**config.mk**
```make
export PLATFORM = sky130hd
export DESIGN_NAME = mem_access_unit_flat
export DESIGN_NICKNAME = d
export VERILOG_FILES = /design/src/rtl/mem_access_unit_pkg.sv /design/src/rtl/mem_access_unit_if.sv /design/src/rtl/mem_access_unit_store_align.sv /design/src/rtl/mem_access_unit.sv /design/src/flat_wrapper.sv
export SDC_FILE = /design/constraint.sdc
export NUM_CORES = 1
export LEC_CHECK = 0
export BUFFER_PORTS_ARGS = -buffer_cell sky130_fd_sc_hd__buf_4
export CAP_MARGIN = 20
export CELL_PAD_IN_SITES_DETAIL_PLACEMENT = 1
export CELL_PAD_IN_SITES_GLOBAL_PLACEMENT = 1
export CORE_MARGIN = 1
export CORE_UTILIZATION = 42
export DETAILED_ROUTE_END_ITERATION = 8
export GPL_TIMING_DRIVEN = 0
export PLACE_DENSITY_LB_ADDON = 0.12
export SYNTH_ARGS = -nofsm -noshare
export SYNTH_HDL_FRONTEND = slang
export SYNTH_HIERARCHICAL = 1
export SYNTH_SLANG_ARGS = --single-unit
```
**constraint.sdc**
```tcl
create_clock -name clk -period 4.8 [get_ports clk]
set_input_delay 0.24 -clock clk [delete_from_list [all_inputs] [get_ports clk]]
set_output_delay 0.24 -clock clk [all_outputs]
set_load 0.02 [all_outputs]
```
**src/rtl/mem_access_unit_pkg.sv**
```systemverilog
// Shared definitions for the mem_access_unit slice.
//   - FNC_* load/store width/sign codes (funct3 field of RV32 loads/stores)
//   - state_e : sequencer state encoding
//   - misaligned_fn : alignment fault detection for the optional trap
// Optional feature macro: MEM_ACCESS_MISALIGN_TRAP_EN adds the FAULT state.
package mem_access_unit_pkg;

  // Load codes
  localparam logic [2:0] FNC_LB  = 3'b000;
  localparam logic [2:0] FNC_LH  = 3'b001;
  localparam logic [2:0] FNC_LW  = 3'b010;
  localparam logic [2:0] FNC_LBU = 3'b100;
  localparam logic [2:0] FNC_LHU = 3'b101;
  // Store codes (share encodings with the signed loads)
  localparam logic [2:0] FNC_SB  = 3'b000;
  localparam logic [2:0] FNC_SH  = 3'b001;
  localparam logic [2:0] FNC_SW  = 3'b010;

  typedef enum logic [1:0] {
    ST_IDLE     = 2'b00,
    ST_ISSUE    = 2'b01,
    ST_WAIT_RSP = 2'b10
`ifdef MEM_ACCESS_MISALIGN_TRAP_EN
    , ST_FAULT  = 2'b11
`endif
  } state_e;

  // Halfword accesses need a[0]=0, word accesses need a[1:0]=0.
  // Store funct3 values other than SB/SH/SW never fault.
  function automatic logic misaligned_fn(input logic we, input logic [2:0] f3,
                                         input logic [1:0] a);
    logic m;
    m = 1'b0;
    if (we) begin
      case (f3)
        FNC_SH:  m = a[0];
        FNC_SW:  m = |a;
        default: m = 1'b0;
      endcase
    end else begin
      case (f3)
        FNC_LH, FNC_LHU: m = a[0];
        FNC_LW:          m = |a;
        default:         m = 1'b0;
      endcase
    end
    return m;
  endfunction

endpackage

```
**src/rtl/mem_access_unit_if.sv**
```systemverilog
// Data-memory / MMIO bus between mem_access_unit (master) and memory (slave).
//   mem_req_valid/mem_req_ready : request handshake
//   mem_addr                    : word-aligned byte address
//   mem_we                      : byte write mask, 0000 for loads
//   mem_wdata                   : lane-positioned store data
//   mem_rsp_valid/mem_rsp_rdata : load response (no back-pressure)
interface mem_access_unit_if #(
  parameter int AWIDTH = 32,
  parameter int DWIDTH = 32
);
  logic              mem_req_valid;
  logic              mem_req_ready;
  logic [AWIDTH-1:0] mem_addr;
  logic [3:0]        mem_we;
  logic [DWIDTH-1:0] mem_wdata;
  logic              mem_rsp_valid;
  logic [DWIDTH-1:0] mem_rsp_rdata;

  modport master (
    output mem_req_valid, mem_addr, mem_we, mem_wdata,
    input  mem_req_ready, mem_rsp_valid, mem_rsp_rdata
  );

  modport slave (
    input  mem_req_valid, mem_addr, mem_we, mem_wdata,
    output mem_req_ready, mem_rsp_valid, mem_rsp_rdata
  );
endinterface

```
**src/rtl/mem_access_unit_store_align.sv**
```systemverilog
// Combinational store lane alignment.
//   we, funct3, addr_lo, data -> mem_we (byte mask), mem_wdata (replicated lanes)
//   misaligned (only with MEM_ACCESS_MISALIGN_TRAP_EN) flags a trapping access.
// Loads produce mask 0000; unknown store codes produce mask 0000 and raw data.
module mem_access_unit_store_align
  import mem_access_unit_pkg::*;
(
  input  logic        we,
  input  logic [2:0]  funct3,
  input  logic [1:0]  addr_lo,
  input  logic [31:0] data,
`ifdef MEM_ACCESS_MISALIGN_TRAP_EN
  output logic        misaligned,
`endif
  output logic [3:0]  mem_we,
  output logic [31:0] mem_wdata
);

  logic [3:0] mask_s;

  // Byte mask and data replication by access width; the memory picks lanes via mask.
  always_comb begin
    mask_s    = 4'b0000;
    mem_wdata = data;
    case (funct3)
      FNC_SB: begin
        mask_s    = 4'b0001 << addr_lo;
        mem_wdata = {4{data[7:0]}};
      end
      FNC_SH: begin
        mask_s    = 4'b0011 << {addr_lo[1], 1'b0};
        mem_wdata = {2{data[15:0]}};
      end
      FNC_SW: begin
        mask_s    = 4'b1111;
        mem_wdata = data;
      end
      default: begin
        mask_s    = 4'b0000;
        mem_wdata = data;
      end
    endcase
  end

  // Loads never write.
  always_comb begin
    if (we) begin
      mem_we = mask_s;
    end else begin
      mem_we = 4'b0000;
    end
  end

`ifdef MEM_ACCESS_MISALIGN_TRAP_EN
  assign misaligned = misaligned_fn(we, funct3, addr_lo);
`endif

endmodule

```
**src/rtl/mem_access_unit.sv**
```systemverilog
// Load/store sequencer between execute stage and data memory/MMIO.
// Accepts one access in IDLE, issues a word-aligned bus request with byte
// mask and lane-replicated data, and for loads waits for the response, then
// presents raw word + addr_end + funct3 as one consistent triple.
// Ports:
//   clk, rst             : clock, asynchronous active-high reset
//   req_*                : CPU request (req_ready high only in IDLE)
//   bus                  : mem_access_unit_if.master memory bus
//   load_out/addr_end/funct3, load_valid : captured load result + 1-cycle pulse
//   store_done           : 1-cycle pulse after the bus accepts a store
//   misalign             : 1-cycle fault pulse, tied 0 unless
//                          MEM_ACCESS_MISALIGN_TRAP_EN is defined
module mem_access_unit
  import mem_access_unit_pkg::*;
#(
  parameter int AWIDTH = 32,
  parameter int DWIDTH = 32
) (
  input  logic              clk,
  input  logic              rst,
  input  logic              req_valid,
  output logic              req_ready,
  input  logic              req_we,
  input  logic [AWIDTH-1:0] req_addr,
  input  logic [2:0]        req_funct3,
  input  logic [DWIDTH-1:0] req_wdata,
  mem_access_unit_if.master bus,
  output logic [DWIDTH-1:0] load_out,
  output logic [1:0]        addr_end,
  output logic [2:0]        funct3,
  output logic              load_valid,
  output logic              store_done,
  output logic              misalign
);

  state_e            state_r, state_s;
  logic              we_r;
  logic [AWIDTH-1:0] addr_r;
  logic [2:0]        op_funct3_r;
  logic [3:0]        mem_we_r;
  logic [DWIDTH-1:0] mem_wdata_r;
  logic [3:0]        align_we_s;
  logic [DWIDTH-1:0] align_wdata_s;
  logic [DWIDTH-1:0] load_out_r;
  logic [1:0]        addr_end_r;
  logic [2:0]        funct3_cap_r;
  logic              load_valid_r;
  logic              store_done_r;
  logic              accept_s;
`ifdef MEM_ACCESS_MISALIGN_TRAP_EN
  logic              misaligned_s;
`endif

  // Alignment is computed on the incoming request so the bus fields are flopped.
  mem_access_unit_store_align u_store_align (
    .we        (req_we),
    .funct3    (req_funct3),
    .addr_lo   (req_addr[1:0]),
    .data      (req_wdata),
`ifdef MEM_ACCESS_MISALIGN_TRAP_EN
    .misaligned(misaligned_s),
`endif
    .mem_we    (align_we_s),
    .mem_wdata (align_wdata_s)
  );

  assign accept_s = (state_r == ST_IDLE) && req_valid;

  // State register.
  always_ff @(posedge clk or posedge rst) begin
    if (rst) begin
      state_r <= ST_IDLE;
    end else begin
      state_r <= state_s;
    end
  end

  // Next-state logic; responses outside WAIT_RSP are dropped.
  always_comb begin
    state_s = state_r;
    case (state_r)
      ST_IDLE: begin
        if (req_valid) begin
`ifdef MEM_ACCESS_MISALIGN_TRAP_EN
          if (misaligned_s) begin
            state_s = ST_FAULT;
          end else begin
            state_s = ST_ISSUE;
          end
`else
          state_s = ST_ISSUE;
`endif
        end else begin
          state_s = ST_IDLE;
        end
      end
      ST_ISSUE: begin
        if (bus.mem_req_ready) begin
          state_s = we_r ? ST_IDLE : ST_WAIT_RSP;
        end else begin
          state_s = ST_ISSUE;
        end
      end
      ST_WAIT_RSP: begin
        if (bus.mem_rsp_valid) begin
          state_s = ST_IDLE;
        end else begin
          state_s = ST_WAIT_RSP;
        end
      end
`ifdef MEM_ACCESS_MISALIGN_TRAP_EN
      ST_FAULT: state_s = ST_IDLE;
`endif
      default: state_s = ST_IDLE;
    endcase
  end

  // Request latches: hold the bus fields stable through any stall.
  always_ff @(posedge clk or posedge rst) begin
    if (rst) begin
      we_r        <= 1'b0;
      addr_r      <= {AWIDTH{1'b0}};
      op_funct3_r <= 3'b000;
      mem_we_r    <= 4'b0000;
      mem_wdata_r <= {DWIDTH{1'b0}};
    end else if (accept_s) begin
      we_r        <= req_we;
      addr_r      <= req_addr;
      op_funct3_r <= req_funct3;
      mem_we_r    <= align_we_s;
      mem_wdata_r <= align_wdata_s;
    end
  end

  // Completion pulses and load result capture; the triple only moves together.
  always_ff @(posedge clk or posedge rst) begin
    if (rst) begin
      load_out_r   <= {DWIDTH{1'b0}};
      addr_end_r   <= 2'b00;
      funct3_cap_r <= 3'b000;
      load_valid_r <= 1'b0;
      store_done_r <= 1'b0;
    end else begin
      load_valid_r <= (state_r == ST_WAIT_RSP) && bus.mem_rsp_valid;
      store_done_r <= (state_r == ST_ISSUE) && bus.mem_req_ready && we_r;
      if ((state_r == ST_WAIT_RSP) && bus.mem_rsp_valid) begin
        load_out_r   <= bus.mem_rsp_rdata;
        addr_end_r   <= addr_r[1:0];
        funct3_cap_r <= op_funct3_r;
      end
    end
  end

  // Handshake outputs decode straight from the state flop, so reset drops them at once.
  assign req_ready         = (state_r == ST_IDLE);
  assign bus.mem_req_valid = (state_r == ST_ISSUE);
  assign bus.mem_addr      = {addr_r[AWIDTH-1:2], 2'b00};
  assign bus.mem_we        = mem_we_r;
  assign bus.mem_wdata     = mem_wdata_r;

  assign load_out   = load_out_r;
  assign addr_end   = addr_end_r;
  assign funct3     = funct3_cap_r;
  assign load_valid = load_valid_r;
  assign store_done = store_done_r;

`ifdef MEM_ACCESS_MISALIGN_TRAP_EN
  assign misalign = (state_r == ST_FAULT);
`else
  assign misalign = 1'b0;
`endif

endmodule

```
**src/flat_wrapper.sv**
```systemverilog
// flat-port wrapper written by rule: the top's interface ports become plain ports
module mem_access_unit_flat import mem_access_unit_pkg::*;
#(
  parameter int AWIDTH = 32,
  parameter int DWIDTH = 32
)
  (clk, rst, req_valid, req_ready, req_we, req_addr, req_funct3, req_wdata, load_out, addr_end, funct3, load_valid, store_done, misalign, bus_mem_req_valid, bus_mem_addr, bus_mem_we, bus_mem_wdata, bus_mem_req_ready, bus_mem_rsp_valid, bus_mem_rsp_rdata);
  mem_access_unit_if #(.AWIDTH(AWIDTH), .DWIDTH(DWIDTH)) bus_i ();
  input  logic clk;
  input  logic rst;
  input  logic req_valid;
  output logic req_ready;
  input  logic req_we;
  input  logic [AWIDTH-1:0] req_addr;
  input  logic [2:0] req_funct3;
  input  logic [DWIDTH-1:0] req_wdata;
  output logic [DWIDTH-1:0] load_out;
  output logic [1:0] addr_end;
  output logic [2:0] funct3;
  output logic load_valid;
  output logic store_done;
  output logic misalign;
  output wire logic [$bits(bus_i.mem_req_valid)-1:0] bus_mem_req_valid;
  output wire logic [$bits(bus_i.mem_addr)-1:0] bus_mem_addr;
  output wire logic [$bits(bus_i.mem_we)-1:0] bus_mem_we;
  output wire logic [$bits(bus_i.mem_wdata)-1:0] bus_mem_wdata;
  input wire logic [$bits(bus_i.mem_req_ready)-1:0] bus_mem_req_ready;
  input wire logic [$bits(bus_i.mem_rsp_valid)-1:0] bus_mem_rsp_valid;
  input wire logic [$bits(bus_i.mem_rsp_rdata)-1:0] bus_mem_rsp_rdata;
  assign bus_mem_req_valid = bus_i.mem_req_valid;
  assign bus_mem_addr = bus_i.mem_addr;
  assign bus_mem_we = bus_i.mem_we;
  assign bus_mem_wdata = bus_i.mem_wdata;
  assign bus_i.mem_req_ready = bus_mem_req_ready;
  assign bus_i.mem_rsp_valid = bus_mem_rsp_valid;
  assign bus_i.mem_rsp_rdata = bus_mem_rsp_rdata;
  mem_access_unit #(.AWIDTH(AWIDTH), .DWIDTH(DWIDTH)) u_core (.clk(clk), .rst(rst), .req_valid(req_valid), .req_ready(req_ready), .req_we(req_we), .req_addr(req_addr), .req_funct3(req_funct3), .req_wdata(req_wdata), .bus(bus_i), .load_out(load_out), .addr_end(addr_end), .funct3(funct3), .load_valid(load_valid), .store_done(store_done), .misalign(misalign));
endmodule
```
==> results by group, run 1 <==
Clocking
  • Hold Buf Count CTS: 1
  • Worst-path clk slew: 0.05 ns
  • Resized cells post-CTS: 0
  • Num CTS Buffers: 17
  • Sink Count: 113
  • CTS H-tree depth: 4
  • Max clock buf depth: 2
  • Post-CTS setup buffers: 0
  • CTS tree: done
  • CTS root buf: clkbuf_16
  • Worst-Skew Late Latency: 0.41 ns

Setup path
  • CP top delay family: flip-flops
  • Startpoint Class: register
  • Critical path endpoint category: register
  • Critical Path Fanout Max: 10
  • Slowest stage cell, crit path: dfrtp_1
  • CP peak stage delay: 0.44 ns
  • Critical path buffers and inverters: 2
  • R2R Setup Slk: 3.25 ns
  • Kind of critical path: register to register
  • CP Cell Sequence: nor3b_2, buf_6, buf_12, mux2_1
  • Worst r2r src: u_core/state_r[0]
  • Critical path arrival: 1.84 ns
  • Crit path required time: 5.09 ns
  • Worst R2R Path Depth: 4
  • RR Endpoint: u_core/bus.mem_wdata[2]

Timing
  • Final Cycle Share: 32.3%
  • Final Setup Violations: 0
  • Post-layout min period: 1.55 ns
  • Slew Limit Fails: 0
  • Worst Max-Slew Pin Slew: 0.539 ns
  • Setup ws final: 3.25 ns
  • Fmax: 0.645 GHz
  • RSZ-0062 raised after global routing: no
  • Clk_skew: 0.00525 ns
  • Hold Vio Cnt, Final: 0
  • Headroom to the max-slew limit: 63.9%
  • Setup TNS: 0 ns

Synth
  • Mapped Area: 0.00539 mm²
  • YS warnings: 6
  • Sequential area share after synthesis: 52.4%
  • Netlist cell types: 24
  • Avg Inst Size Synth: 15.5 µm²
  • Synth Register Bits: 113
  • Syn Inst Count: 348

Power
  • Leak: 3.99 nW
  • Maximum vdd drop: 0.309 mV
  • Pwr dens: 733 mW/mm²

Worst hold path
  • WHS Endpoint: u_core/addr_r[29]
  • Hold Path Stages: 2
  • Min-delay src: req_addr[29]
  • Hold Path Class: input port to register

GRT
  • Pin count of the biggest net entering global routing: 74
  • First-pass GRT wire length: 22600 µm
  • Grt total ovfl: 0
  • Initial antenna violation count: 0
  • Vias in the first global route: 3987
  • Total GRT Usage: 23.1%

Route
  • Routed Antenna Nets: 0
  • Router iterations before antenna repair: 4
  • DR DRC count: 0
  • Final wirelength: 14500 µm
  • DR WL/cell: 18.9 µm
  • Initial DRC count: 138
  • Via count: 3586
  • Vias per cell: 4.68

Floorplanning
  • Starting Density: 42.9%
  • Core ar.: 0.0126 mm²
  • Die height: 115 µm
  • Ports: 215
  • Die area: 0.0133 mm²
  • Std-Cell Rows: 41
  • Die W: 115 µm

Placed design
  • Pre-CTS WS: 3.00 ns
  • PortBufs: 211
  • Detailed Place HPWL: 9990 µm
  • Final estimated routing congestion in global placement: 0.759

Finish
  • Antenna cells: 0
  • Fill cells: 1255
  • Area grow syn2layout: 45.5%
  • Final #Nets: 687
  • Share of post-route cells with drive strength above 1: 70.8%

Status
  • Status: completed

Flow run
  • Number of max-cap violations: 0
cell type report:
cell class	instances	area (µm²)	area share (%)
Clock buffer	21	470	5.99
Inverter	5	23.8	0.303
Buffer	57	524	6.68
Tap cell	172	215	2.74
Clock inverter	11	135	1.72
Multi-Input combinational cell	175	2030	25.9
Sequential cell	113	2830	36.0
Timing Repair Buffer	213	1620	20.7
per-layer routing:
metal  track usage, %  wire length (µm)
met3             8.91              1170
met2             39.8              7560
met5                0                 0
met1             26.0              5590
met4             8.40               200
sequential cells by signal, indices dropped and copies added, names as in the netlist:
register              cells
u_core/addr_end           2
u_core/addr_r            32
u_core/bus.mem_wdata     32
u_core/bus.mem_we         4
u_core/funct3             3
u_core/load_out          32
u_core/load_valid         1
u_core/op_funct3_r        3
u_core/state_r            2
u_core/store_done         1
u_core/we_r               1
layout by cell type (no fill, tap or decap):
| cell | synthesis | final |
|---|---|---|
| dfrtp_1 | 113 | 113 |
| clkinv_2 | 0 | 6 |
| clkinvlp_4 | 0 | 2 |
| buf_12 | 7 | 7 |
| clkbuf_16 | 0 | 17 |
| buf_4 | 41 | 252 |
| conb_1 | 1 | 3 |
| clkbuf_8 | 0 | 3 |
| nand2b_1 | 3 | 3 |
| buf_2 | 4 | 4 |
| buf_6 | 5 | 5 |
| mux2i_1 | 8 | 8 |
| o21ai_0 | 2 | 2 |
| clkbuf_1 | 0 | 1 |
| nor3b_1 | 1 | 1 |
| a31o_2 | 1 | 1 |
| nand3b_1 | 2 | 2 |
| nor2_4 | 1 | 1 |
| nor2_1 | 11 | 11 |
| mux2_2 | 34 | 34 |
| inv_1 | 5 | 4 |
| nor3b_2 | 1 | 1 |
| mux2_4 | 82 | 82 |
| nor3_4 | 1 | 1 |
| a21oi_1 | 13 | 13 |
| mux2_1 | 9 | 9 |
| and3_1 | 1 | 1 |
| nand2_1 | 1 | 1 |
| dlygate4sd3_1 | 0 | 1 |
| inv_6 | 0 | 1 |
| nor2b_1 | 1 | 1 |
| buf_16 | 0 | 1 |
| bufinv_16 | 0 | 3 |
cell families after synthesis:
logic type	count (synthesis)	synth area share (%)
buffers and inverters	62	10.1
other	1	0.0695
multiplexers	133	33.3
flip-flops	113	52.4
AND/OR/NAND/NOR	23	2.58
AO/OA/AOI/OAI	16	1.55
cell usage after synthesis:
cell	n	area (µm²)
buf_2	4	20.0
a31o_2	1	8.76
nand3b_1	2	15.0
inv_1	5	18.8
buf_12	7	140
o21ai_0	2	10.0
dfrtp_1	113	2830
nor2b_1	1	6.26
mux2i_1	8	80.1
nor3b_1	1	7.51
mux2_4	82	1230
buf_6	5	56.3
and3_1	1	6.26
a21oi_1	13	65.1
mux2_1	9	101
conb_1	1	3.75
buf_4	41	308
nor3_4	1	16.3
nand2b_1	3	18.8
mux2_2	34	383
nor2_1	11	41.3
nor3b_2	1	12.5
nand2_1	1	3.75
nor2_4	1	11.3
worst max-delay path by stage:
stage,start,cells past startpoint,end,slack (ns)
after floorplan,rst,1,u_core/addr_end[0],1.57
after global placement,rst,2,u_core/addr_r[29],0.17
after detailed placement,req_funct3[1],5,u_core/bus.mem_wdata[13],3.00
after CTS,u_core/state_r[0],4,u_core/addr_r[21],3.23
after global routing,u_core/state_r[0],4,u_core/addr_r[21],3.17
final,u_core/state_r[0],4,u_core/bus.mem_wdata[2],3.25
worst reg2reg max path, stage by stage (launching register included):
cell,delay (ns)
dfrtp_1,0.44
nor3b_2,0.23
buf_6,0.23
buf_12,0.18
mux2_1,0.34
per-stage QoR:
step	instance area, µm²	hold slack (ns)	power (W)	util [%]	cells
after floorplan	5400	0.375	0.00342	-	350
after global placement	7200	0.459	0.00436	57.3	733
after detailed placement	7230	0.274	0.00446	57.5	734
after CTS	7850	0.0255	0.00581	62.4	767
after global routing	7850	0.0346	0.00603	62.4	767
final	7850	0.0453	0.00575	62.4	767
report_power, final:
group / leakage (nW) / switching, W / internal (W)
Clock: 0.298 / 0.000441 / 0.000851
Sequential: 1.35 / 0.000299 / 0.00143
Combinational: 2.35 / 0.00120 / 0.00153
Total: 3.99 / 0.00194 / 0.00381
Power figures use the tool's default switching activity.
==> run 2: changes to the inputs <==
--- a/config.mk
+++ b/config.mk
@@ -10,7 +10,7 @@
 export CELL_PAD_IN_SITES_DETAIL_PLACEMENT = 1
 export CELL_PAD_IN_SITES_GLOBAL_PLACEMENT = 1
 export CORE_MARGIN = 1
-export CORE_UTILIZATION = 42
+export CORE_UTILIZATION = 35
 export DETAILED_ROUTE_END_ITERATION = 8
 export GPL_TIMING_DRIVEN = 0
 export PLACE_DENSITY_LB_ADDON = 0.12
==> constraint.sdc (replaced) <==
create_clock -name clk -period 1.25 [get_ports clk]
set_input_delay 0.0625 -clock clk [delete_from_list [all_inputs] [get_ports clk]]
set_output_delay 0.0625 -clock clk [all_outputs]
set_load 0.02 [all_outputs]
==> run 2 against run 1 <==
Compared with the run above:
- the run now ends with setup timing left
- critical path type unchanged
- final area grew 16%
- global-route usage shrank 3.0 points
- sequential power increased to 3.8 times the previous value
- worst setup slack got worse by 3.5 ns
- register-to-register slack worse by 3.5 ns
- sequential cell count unchanged
- non-clock buffer count up 105
- largest cell class is now buffers
- wire length increased by 9.6%
- highest routed layer unchanged
- clock power grew to 3.7 times the previous value
==> results by group, run 2 (synthesis results as in run 1) <==
Placed design
  • PortBufs: 211
  • Final estimated routing congestion in global placement: 0.709
  • DP Cell Count: 752
  • Detailed Place HPWL: 9540 µm

Power
  • Leak: 4.57 nW
  • Clk pwr share: 21.0%
  • Power share of the combinational group: 50.2%
  • Switch Pwr: 0.00760 W
  • Int Pwr: 0.0154 W
  • Maximum vdd drop: 1.17 mV
  • Sw Ratio: 33.0%
  • Pwr dens: 2530 mW/mm²
  • Flop pwr share: 28.8%

GRT
  • Initial antenna violation count: 0
  • Total GRT Usage: 20.1%
  • Pin count of the biggest net entering global routing: 41
  • Grt total ovfl: 0
  • Vias in the first global route: 4388
  • First-pass GRT wire length: 24300 µm

Route
  • Met3 wire len: 1030 µm
  • Detailed-route wire length on metal 1: 6530 µm
  • Router iterations before antenna repair: 4
  • Vias per cell: 4.55
  • Met2 WL: 8040 µm
  • DR DRC count: 0
  • Via count: 4032
  • DR WL/cell: 17.9 µm
  • Final wirelength: 15900 µm
  • Routed Antenna Nets: 0
  • Initial DRC count: 95
  • DR top layer: met4

Clocking
  • Max clock buf depth: 2
  • Num CTS Buffers: 17
  • CTS tree: done
  • CTS H-tree depth: 4
  • Worst-path clk slew: 0.05 ns
  • Sink Count: 113
  • CTS root buf: clkbuf_16
  • Worst-Skew Late Latency: 0.41 ns

Floorplanning
  • Die W: 126 µm
  • Die area: 0.0159 mm²
  • Die height: 126 µm
  • Std-Cell Rows: 45
  • Starting Density: 35.6%
  • Core ar.: 0.0151 mm²
  • Ports: 215

Timing
  • Final Cycle Share: 121%
  • Slew Limit Fails: 0
  • Setup TNS: -22.24 ns
  • Clk_skew: 0.00634 ns
  • Worst Max-Slew Pin Slew: 0.565 ns
  • Hold Vio Cnt, Final: 0
  • Final Setup Violations: 108
  • RSZ-0062 raised after global routing: yes
  • Setup ws final: -0.261 ns
  • Fmax: 0.662 GHz
  • Post-layout min period: 1.51 ns
  • Headroom to the max-slew limit: 62.2%

Finish
  • Commonest non-fill, non-tap cell in the layout: buf_4
  • Antenna cells: 0
  • Commonest cells after routing, fill and taps aside: 256 x buf_4, 111 x dfrtp_1, 99 x mux2_4, 86 x dlygate4sd3_1, 24 x mux2_2
  • Final #Nets: 792
  • Final Util: 60.0%
  • Layout Cells excl Fill: 886
  • Share of post-route cells with drive strength above 1: 64.3%
  • Area grow syn2layout: 68.4%

Setup path
  • Crit path required time: 1.55 ns
  • Kind of critical path: register to register
  • Critical Path Fanout Max: 10
  • Critical path endpoint category: register
  • Startpoint Class: register
  • Critical path arrival: 1.81 ns

Flow run
  • Number of max-cap violations: 0

Worst hold path
  • Hold Path Class: input port to register

Status
  • Failing checks: setup timing
  • Status: complete, but fails checks
run 2: layout make-up:
cell class              count  area, µm²
clock inverters             5       75.1
fillers                  1478       6060
repair buffers            321       2790
flip-flops and latches    113       2830
inverters                   5       22.5
clock buffers              25        515
well taps                 188        235
multi-input cells         175       2110
plain buffers              54        497
run 2: worst paths after layout:
check                                    startpoint                       end  slack (ns)  cells after the start
worst max register to register    u_core/state_r[0]  u_core/bus.mem_wdata[14]       -0.26                      5
max in group asynchronous                       rst  u_core/bus.mem_wdata[26]        0.30                      5
worst max-delay path              u_core/state_r[0]  u_core/bus.mem_wdata[14]       -0.26                      5
worst min-delay path                  req_wdata[15]  u_core/bus.mem_wdata[15]        0.02                      3
worst min register to register  u_core/load_out[21]       u_core/load_out[21]        0.50                      1
min in group asynchronous                       rst       u_core/load_out[25]        0.22                      3
run 2: critical path: stages (launching register included):
cell,delay (ns)
dfrtp_2,0.43
nor3b_4,0.23
buf_6,0.17
buf_12,0.12
buf_12,0.14
mux2_4,0.31
run 2: through the flow:
step	hold slack, ns	total power, W	worst slack [ns]	area, µm²
finish	0.0172	0.0230	-0.261	9080
floorplan	0.211	0.0133	-0.184	5450
global placement	0.295	0.0170	-1.02	7260
CTS	0.00173	0.0230	-0.248	9030
detailed placement	0.0787	0.0172	-0.395	7320
global route	0.0169	0.0241	-0.313	9080
run 2: repair_timing:
action	4_1_cts	5_1_grt
buffers inserted	12	6
pin swaps	2	1
endpoints found under the hold margin	168	0
gates resized for setup	19	19
hold buffers	86	0
endpoints found under the setup margin	110	111
cloned	4	2
run 2: per-layer routing:
metal / vias up / GRT usage, %
li1: 1845 / -
met1: 2007 / 24.6
met2: 154 / 33.4
met3: 26 / 5.52
met4: 0 / 8.43
met5: - / 0
run 2: power groups by stage:
stage | clock network (W) | logic, W | registers (W)
2_1_floorplan | 0 | 0.00546 | 0.00784
3_3_place_gp | 0 | 0.0105 | 0.00649
3_5_place_dp | 0 | 0.0106 | 0.00659
4_1_cts | 0.00493 | 0.0114 | 0.00659
5_1_grt | 0.00512 | 0.0121 | 0.00684
6_report | 0.00483 | 0.0115 | 0.00662
==> run 3: changes to the inputs <==
--- a/config.mk
+++ b/config.mk
@@ -13,7 +13,7 @@
 export CORE_UTILIZATION = 35
 export DETAILED_ROUTE_END_ITERATION = 8
 export GPL_TIMING_DRIVEN = 0
-export PLACE_DENSITY_LB_ADDON = 0.12
+export PLACE_DENSITY_LB_ADDON = 0.1
 export SYNTH_ARGS = -nofsm -noshare
 export SYNTH_HDL_FRONTEND = slang
 export SYNTH_HIERARCHICAL = 1
==> run 3 against run 2 <==
Compared with the run above:
- the run ends with hold timing, setup timing left
- sequential cell count unchanged
- die area unchanged
- non-clock buffer count down 3
- maximum frequency up 0.41%
- final area down 0.85%
- first-iteration DRC count up 25%
- wire length up 2.2%
- worst setup slack better by 0.0062 ns
- sequential power up 0.6%
- global-route usage up 1.6 points
- core utilization down 0.51 points
- critical path type unchanged
==> results by group, run 3 (synthesis results as in run 1) <==
Power
  • Leak: 4.52 nW
  • Maximum vdd drop: 1.23 mV
  • Pwr dens: 2530 mW/mm²
  • Total Power: 0.0228 W

Route
  • DR DRC count: 0
  • Initial DRC count: 119
  • DR WL/cell: 18.4 µm
  • Vias per cell: 4.47
  • Routed Antenna Nets: 0
  • Via count: 3958
  • Router iterations before antenna repair: 4
  • Final wirelength: 16200 µm

Clocking
  • Num CTS Buffers: 17
  • Worst-Skew Late Latency: 0.42 ns
  • CTS tree: done
  • CTS H-tree depth: 4
  • Max clock buf depth: 2
  • CTS root buf: clkbuf_16
  • Hold Buf Count CTS: 91
  • Sink Count: 113
  • Worst-path clk slew: 0.06 ns

Finish
  • Commonest non-fill, non-tap cell in the layout: buf_4
  • Area grow syn2layout: 67.0%
  • Layout Cells excl Fill: 885
  • Antenna cells: 0
  • Final #Nets: 789
  • Commonest cells after routing, fill and taps aside: 257 x buf_4, 111 x dfrtp_1, 96 x mux2_4, 91 x dlygate4sd3_1, 27 x mux2_2
  • Final Util: 59.5%
  • Share of post-route cells with drive strength above 1: 63.3%

Floorplanning
  • Ports: 215
  • Core ar.: 0.0151 mm²
  • Die area: 0.0159 mm²
  • Starting Density: 35.6%
  • Die height: 126 µm
  • Die W: 126 µm
  • Std-Cell Rows: 45

Flow run
  • Number of max-cap violations: 0

Setup path
  • Kind of critical path: register to register
  • Crit path required time: 1.55 ns
  • Critical path origin: u_core/state_r[0]
  • Critical Path Fanout Max: 10
  • Critical path endpoint category: register
  • Worst r2r src: u_core/state_r[0]
  • Critical path arrival: 1.80 ns
  • Startpoint Class: register

GRT
  • Grt total ovfl: 0
  • First-pass GRT wire length: 25700 µm
  • Vias in the first global route: 4561
  • Met3 usage in global routing: 6.41%
  • Initial antenna violation count: 0
  • Met1 usage: 24.5%
  • Met2 Usage GRT: 38.5%
  • Pin count of the biggest net entering global routing: 32
  • Busiest layer in global routing: met2
  • Total GRT Usage: 21.7%

Placed design
  • Final estimated routing congestion in global placement: 0.678
  • Detailed Place HPWL: 10300 µm
  • Pre-CTS WS: -0.379 ns
  • PortBufs: 211
  • DP Cell Count: 752

Timing
  • Fin Hold WS: -0.249 ns
  • Hold Vio Cnt, Final: 29
  • RSZ-0062 raised after global routing: yes
  • Fmax: 0.664 GHz
  • Post-layout min period: 1.51 ns
  • Worst Max-Slew Pin Slew: 0.691 ns
  • Clk_skew: 0.0111 ns
  • Final Setup Violations: 111
  • Headroom to the max-slew limit: 53.9%
  • Slew Limit Fails: 0
  • Final Cycle Share: 120%
  • Setup ws final: -0.255 ns

Status
  • Failing checks: hold timing, setup timing
  • Status: complete, but fails checks

Worst hold path
  • Hold Path Class: input port to async pin
-- run 3: changes by cell type in the layout (fill, tap and decap cells not counted), moves of 3 or more --
cell	delta
buf_6	-8
clkbuf_8	-4
mux2_2	+3
mux2_4	-3
clkinv_2	+3
dlygate4sd3_1	+5
-- run 3: power by group --
part / internal [W] / leakage [nW] / switching [W]
clock: 0.00321 / 0.296 / 0.00171
sequential: 0.00549 / 1.35 / 0.00116
combinational: 0.00641 / 2.88 / 0.00480
total: 0.0151 / 4.52 / 0.00767
-- run 3: worst paths after layout --
kind	endpoint	slack (ns)	cells after the start
min reg2reg	u_core/load_out[18]	0.51	1
max in group asynchronous	u_core/addr_end[1]	0.47	5
min	u_core/load_out[30]	-0.25	2
max reg2reg	u_core/addr_r[6]	-0.26	4
max	u_core/addr_r[6]	-0.26	4
min in group clk	u_core/bus.mem_wdata[22]	0.02	3
-- run 3: cell type report --
cell class                 count  area (µm²)
clock inverter                11         136
timing repair buffer         316        2690
multi-input combinational    175        2090
tap                          188         235
sequential                   113        2830
clock buffer                  21         460
buffer                        56         541
fill                        1486        6140
inverter                       5        22.5
-- run 3: repair_timing --
action / CTS / global route
pin swaps: 2 / 0
gates resized for setup: 16 / 3
hold endpoints to repair: 120 / 29
buffers inserted: 9 / 0
cloned: 3 / 0
setup endpoints to repair: 110 / 111
-- run 3: worst max-delay path, stage by stage (launching register included) --
cell,delay (ns)
dfrtp_2,0.44
nor3b_4,0.25
buf_6,0.20
buf_12,0.17
mux2_4,0.32
-- run 3: per-layer routing --
| layer | wire (µm) | part of all wire (%) | vias to the layer above |
|---|---|---|---|
| li1 | - | - | 1836 |
| met1 | 6470 | 40 | 1973 |
| met2 | 8620 | 53 | 130 |
| met3 | 925 | 5.7 | 19 |
| met4 | 233 | 1.4 | 0 |
| met5 | 0 | 0 | - |
-- run 3: stage by stage --
step	hold WS, ns	TNS, ns	cell area [µm²]
6_report	-0.249	-22.72	9010
5_1_grt	-0.212	-26.88	9010
4_1_cts	-0.258	-21.58	9010
3_5_place_dp	0.198	-25.99	7320
3_3_place_gp	0.296	-137.02	7260
2_1_floorplan	0.211	-31.49	5450
